==> src/rtl/seg_spin_decoder.sv <==
// Receive-side monitor for the spinning seven-segment driver: measures per-segment duty,
// picks the brightest segment as the head and tracks spin position, direction and step period.
module seg_spin_decoder #(
    parameter int WINDOW_WIDTH = 6,
    parameter int MIN_LEVEL    = 4,
    parameter int PERIOD_WIDTH = 16
) (
    input  logic                    clk,
    input  logic                    reset,
    input  logic [6:0]              seg_in,
    input  logic                    invert,
    output logic [27:0]             seg_level,
    output logic [2:0]              position,
    output logic                    direction,
    output logic                    locked,
    output logic                    step_valid,
    output logic                    step_error,
    output logic [PERIOD_WIDTH-1:0] step_period
);

    localparam int CW    = WINDOW_WIDTH + 1;
    localparam int SHIFT = WINDOW_WIDTH - 4;

    typedef enum logic {StSearch, StLocked} state_t;

    logic [6:0]              seg_s1, seg_s2;
    logic                    inv_s1, inv_s2;
    logic [6:0]              sample;
    logic [WINDOW_WIDTH-1:0] win_cnt;
    logic                    win_end;
    logic                    head_due;
    logic [CW-1:0]           high_cnt [7];
    logic [3:0]              level [7];
    logic [PERIOD_WIDTH-1:0] period_cnt;
    state_t                  state;

    logic [3:0] head_lvl;
    logic [2:0] head_seg;
    logic       head_ok;
    logic       head_same;
    logic [2:0] cand_a, cand_b, pos_fwd, pos_bwd;

    function automatic logic [3:0] scale(input logic [CW-1:0] sum);
        logic [CW-1:0] s;
        s = sum >> SHIFT;
        return (s > CW'(15)) ? 4'd15 : s[3:0];
    endfunction

    function automatic logic [2:0] seg_to_pos(input logic [2:0] seg);
        case (seg)
            3'd0:    return 3'd0;
            3'd1:    return 3'd1;
            3'd2:    return 3'd5;
            3'd3:    return 3'd4;
            3'd4:    return 3'd3;
            3'd5:    return 3'd7;
            default: return 3'd2;
        endcase
    endfunction

    function automatic logic [2:0] pos_to_seg(input logic [2:0] pos);
        case (pos)
            3'd0:    return 3'd0;
            3'd1:    return 3'd1;
            3'd2:    return 3'd6;
            3'd3:    return 3'd4;
            3'd4:    return 3'd3;
            3'd5:    return 3'd2;
            3'd6:    return 3'd6;
            default: return 3'd5;
        endcase
    endfunction

    assign sample  = seg_s2 ^ {7{inv_s2}};
    assign win_end = &win_cnt;
    assign locked  = (state == StLocked);

    always_comb begin
        for (int i = 0; i < 7; i++) begin
            seg_level[4*i +: 4] = level[i];
        end
    end

    // Lowest index wins ties because only a strictly greater level replaces the head.
    always_comb begin
        head_lvl = level[0];
        head_seg = 3'd0;
        for (int i = 1; i < 7; i++) begin
            if (level[i] > head_lvl) begin
                head_lvl = level[i];
                head_seg = 3'(i);
            end
        end
    end

    assign head_ok   = {28'd0, head_lvl} >= 32'(MIN_LEVEL);
    assign head_same = (head_seg == pos_to_seg(position));
    assign cand_a    = seg_to_pos(head_seg);
    assign cand_b    = (head_seg == 3'd6) ? 3'd6 : cand_a;
    assign pos_fwd   = position + 3'd1;
    assign pos_bwd   = position - 3'd1;

    always_ff @(posedge clk or negedge reset) begin
        if (!reset) begin
            seg_s1   <= '0;
            seg_s2   <= '0;
            inv_s1   <= 1'b0;
            inv_s2   <= 1'b0;
            win_cnt  <= '0;
            head_due <= 1'b0;
            for (int i = 0; i < 7; i++) begin
                high_cnt[i] <= '0;
                level[i]    <= '0;
            end
        end else begin
            seg_s1   <= seg_in;
            seg_s2   <= seg_s1;
            inv_s1   <= invert;
            inv_s2   <= inv_s1;
            win_cnt  <= win_cnt + 1'b1;
            head_due <= win_end;
            for (int i = 0; i < 7; i++) begin
                if (win_end) begin
                    // Include the window's final sample so a full-on line measures 2^W.
                    level[i]    <= scale(high_cnt[i] + CW'(sample[i]));
                    high_cnt[i] <= '0;
                end else begin
                    high_cnt[i] <= high_cnt[i] + CW'(sample[i]);
                end
            end
        end
    end

    always_ff @(posedge clk or negedge reset) begin
        if (!reset) begin
            state       <= StSearch;
            position    <= '0;
            direction   <= 1'b0;
            step_valid  <= 1'b0;
            step_error  <= 1'b0;
            step_period <= '0;
            period_cnt  <= '0;
        end else begin
            step_valid <= 1'b0;
            step_error <= 1'b0;
            period_cnt <= (&period_cnt) ? period_cnt : period_cnt + 1'b1;
            if (head_due) begin
                if (!head_ok) begin
                    state <= StSearch;
                end else if (state == StSearch) begin
                    state      <= StLocked;
                    position   <= cand_a;
                    period_cnt <= '0;
                end else if (!head_same) begin
                    if (cand_a == pos_fwd || cand_b == pos_fwd) begin
                        position    <= pos_fwd;
                        direction   <= 1'b1;
                        step_valid  <= 1'b1;
                        step_period <= period_cnt;
                    end else if (cand_a == pos_bwd || cand_b == pos_bwd) begin
                        position    <= pos_bwd;
                        direction   <= 1'b0;
                        step_valid  <= 1'b1;
                        step_period <= period_cnt;
                    end else begin
                        position   <= cand_a;
                        step_error <= 1'b1;
                    end
                    period_cnt <= '0;
                end
            end
        end
    end

endmodule
==> config.mk <==
export PLATFORM = sky130hd
export DESIGN_NAME = seg_spin_decoder
export DESIGN_NICKNAME = d
export VERILOG_FILES = /design/src/rtl/seg_spin_decoder.sv
export SDC_FILE = /design/constraint.sdc
export NUM_CORES = 1
export LEC_CHECK = 0
export BUFFER_PORTS_ARGS = -buffer_cell sky130_fd_sc_hd__buf_2
export CAP_MARGIN = 20
export CELL_PAD_IN_SITES_DETAIL_PLACEMENT = 1
export CELL_PAD_IN_SITES_GLOBAL_PLACEMENT = 1
export CORE_MARGIN = 4
export CORE_UTILIZATION = 51
export CTS_CLUSTER_SIZE = 30
export DETAILED_ROUTE_END_ITERATION = 10
export GPL_ROUTABILITY_DRIVEN = 0
export GPL_TIMING_DRIVEN = 0
export PLACE_DENSITY = 0.91
export SLEW_MARGIN = 20
export SYNTH_ARGS = -nofsm -noshare
export SYNTH_HDL_FRONTEND = slang
export SYNTH_SLANG_ARGS = --single-unit
==> constraint.sdc <==
create_clock -name clk -period 33.8 [get_ports clk]
set_clock_uncertainty 0.1 [all_clocks]
set_input_delay 8.45 -clock clk [delete_from_list [all_inputs] [get_ports clk]]
set_output_delay 8.45 -clock clk [all_outputs]
set_load 0.005 [all_outputs]
==> impl_metrics.yaml <==
setup_path:
  worst_setup_path_end_kind: "flop"
  cpPeakStageDelay_ns: 0.65
  worst-path-max-fanout: 10
  arrival_ns: 13.40
  start_kind: "flop"
  required_ns: 34.00
  slowest_stage: "nor4_4"
  timing_worst_setup_path_type: "reg -> reg"
cells_and_area:
  area_growth_pct: 15.4
  drive_gt1_share_pct: 16.9
  n_antenna_cell: 0
  multiInputGateArea_um2: 3720
  finalNetCount: 838
  nFillCells: 1506
  regArea_um2: 3480
  final_util_pct: 60.6
power:
  ir_drop_mv: 0.0635
  p_leak_nw: 4.00
  powerDensity_nw_per_um2: 57.0
drt:
  wl_mm: 22.4
  wl_per_cell_um: 22.9
  drt_iter0_markers: 442
  drc_errors: 0
  antenna_left: 0
  vias: 6122
  first_pass_iters: 5
  viasPerCell: 6.24
flow_run:
  cap_violations: 0
global_routing:
  grt_pass1_wl_mm: 36.8
  grt_max_degree: 104
  grt.total_usage_pct: 28.7
  grt.overflow.total: 0
  grt_pass1_vias: 6823
  antenna_found_initial: 0
timing:
  rsz0062_at_grt: "false"
  finalHoldViolations: 0
  max_freq_ghz: 0.0758
  fin_crit_ns: 13.20
  slew_viol_final: 0
  tightest_slew_ns: 0.738
  period_share_pct: 39.1
  fin_hold_ws_ns: 0.249
  fin_tns_setup_ns: 0
  worst_slew_margin_rel_pct: 50.2
  setup_violations: 0
yosys:
  synth-edff-count: 0
  mappedNetlistArea_um2: 7380
  synth_cell_types: 73
  ys_warn_count: 0
  synth-main-ff-cell: "dfrtp_1"
  async_reset_ff_share_pct: 100
  ys_seq_elements: 139
  synth_fp_nets: 758
  ys_seq_area_share_pct: 47.2
  synth_area_per_cell_um2: 10.4
  syn_inst: 708
clock_network:
  cts_sinks: 139
  ctsRootBufferMaster: "clkbuf_16"
  cts_tree: "done"
  cts_made_buffers: 17
  cts_setup_buffers: 0
  clkLatencyLatePin_ns: 0.42
  cts_resized: 0
  cts.clk_slew.worst_paths_ns: 0.06
  hold_buffers: 0
  h-tree-depth: 4
  clk_path_buf_depth: 2
floorplanning:
  fp.dieH_um: 128
  coreArea_um2: 14000
  initial_core_util_pct: 52.5
  die_w_um: 128
  die-area_um2: 16500
  rows: 43
  pin_count: 61
min_path:
  hold_path.class: "reg -> reg"
run_status:
  outcome: "completed"
placed_design:
  io_buffer_count: 60
  dp_hpwl_mm: 14.7
## registers in the layout, indices dropped and copies added (netlist names)
register / cells
high_cnt: 49
seg_level: 28
period_cnt: 16
step_period: 16
seg_s1: 7
seg_s2: 7
win_cnt: 6
position: 3
direction: 1
head_due: 1
inv_s1: 1
inv_s2: 1
locked: 1
step_error: 1
step_valid: 1
## critical path, delay by kind of cell, from the launching register on
family / cells / cell delay, ns
AO/OA/AOI/OAI: 20 / 4.65
adder cells (fa/ha/maj): 6 / 1.91
buffers and inverters: 5 / 1.00
flip-flops: 1 / 0.56
multiplexers: 4 / 1.31
AND/OR/NAND/NOR: 16 / 3.51
## layout by cell type (no fill, tap or decap), drive strengths merged, types with 5 or more instances in the layout
master	instances
dfrtp	139
nor2	115
buf	67
xor2	48
nand3	43
ha	40
clkbuf	36
nand2	31
a31oi	31
nor2b	24
inv	23
o21ai	20
mux2	18
xnor2	17
a21oi	17
nor3	15
and3	14
mux2i	12
nand2b	6
clkinv	6
a2111oi	5
## cell usage after synthesis, types with 3 or more instances
cell,n,area share (%)
nand3_1,42,2.8
dfrtp_1,139,47
xnor2_1,16,1.9
o211ai_1,4,0.41
nor2_1,115,5.9
nand2b_1,6,0.51
mux2i_1,11,1.5
o211a_1,3,0.41
and2_1,4,0.34
a41oi_1,3,0.36
mux2_2,9,1.4
nor2b_1,23,2.0
nand2_1,31,1.6
nor3_1,14,0.95
nand4_1,3,0.25
nand3b_1,3,0.31
a2111oi_0,3,0.36
mux2_4,9,1.8
clkbuf_1,16,0.81
ha_1,40,6.8
xor2_1,48,5.7
and3_1,14,1.2
a31oi_1,30,2.5
a21oi_1,15,1.0
o21ai_0,19,1.3
buf_1,4,0.20
inv_1,23,1.2
## layout make-up
class / instances / share of cell area [%]
multi-input combinational: 524 / 43.7
sequential: 139 / 40.9
clock buffer: 20 / 5.25
timing repair buffer: 61 / 3.97
tap: 180 / 2.65
clock inverter: 12 / 1.46
buffer: 22 / 1.10
inverter: 23 / 1.01
## metrics by stage
stage	cells	worst slack [ns]	instance area, um2	total power, W
global placement	948	21.55	7900	0.000279
finish	981	20.60	8510	0.000485
global route	981	19.53	8510	0.000504
CTS	981	20.70	8510	0.000485
detailed placement	949	20.97	7940	0.000295
floorplan	708	23.04	7380	0.000263
## report_power, final
group,switching (W),total [W],internal [W]
sequential,0.0000264,0.000221,0.000195
combinational,0.0000521,0.0000827,0.0000306
clock,0.0000715,0.000181,0.000110
total,0.000150,0.000485,0.000335
## cells by family (layout without fill, tap and decap cells)
logic type / after synthesis / count (layout) / share of synthesized area (%)
xor gates and xnor gates: 65 / 65 / 7.82
adders and majority gates: 40 / 40 / 6.78
muxes: 30 / 30 / 5.00
buffers and inverters: 45 / 138 / 2.44
and+or+nand+nor: 268 / 268 / 17.7
AOI/OAI and AO/OA: 121 / 121 / 13.1
DFF: 139 / 139 / 47.2
## final timing paths
path,from,to,slack (ns),depth (start not counted)
worst min register to register,seg_s1[0]$_DFF_PN0_,seg_s2[0]$_DFF_PN0_,0.25,0
worst min-delay path,seg_s1[0]$_DFF_PN0_,seg_s2[0]$_DFF_PN0_,0.25,0
worst max-delay path,seg_level[2]$_DFFE_PN0P_,step_period[8]$_DFFE_PN0P_,20.60,51
worst max register to register,seg_level[2]$_DFFE_PN0P_,step_period[8]$_DFFE_PN0P_,20.60,51
max in group asynchronous,reset,step_period[11]$_DFFE_PN0P_,25.04,2
min in group asynchronous,reset,high_cnt[48]$_DFF_PN0_,7.79,1
## layer usage
layer	up-vias	global-route usage, %	part of all wire [%]
met2	225	48.6	50
met4	0	15.6	5.5
met3	99	6.63	4.5
li1	2675	-	-
met1	3123	33.7	40
met5	-	0	0
Note: power is estimated with default switching activity, not from simulation.
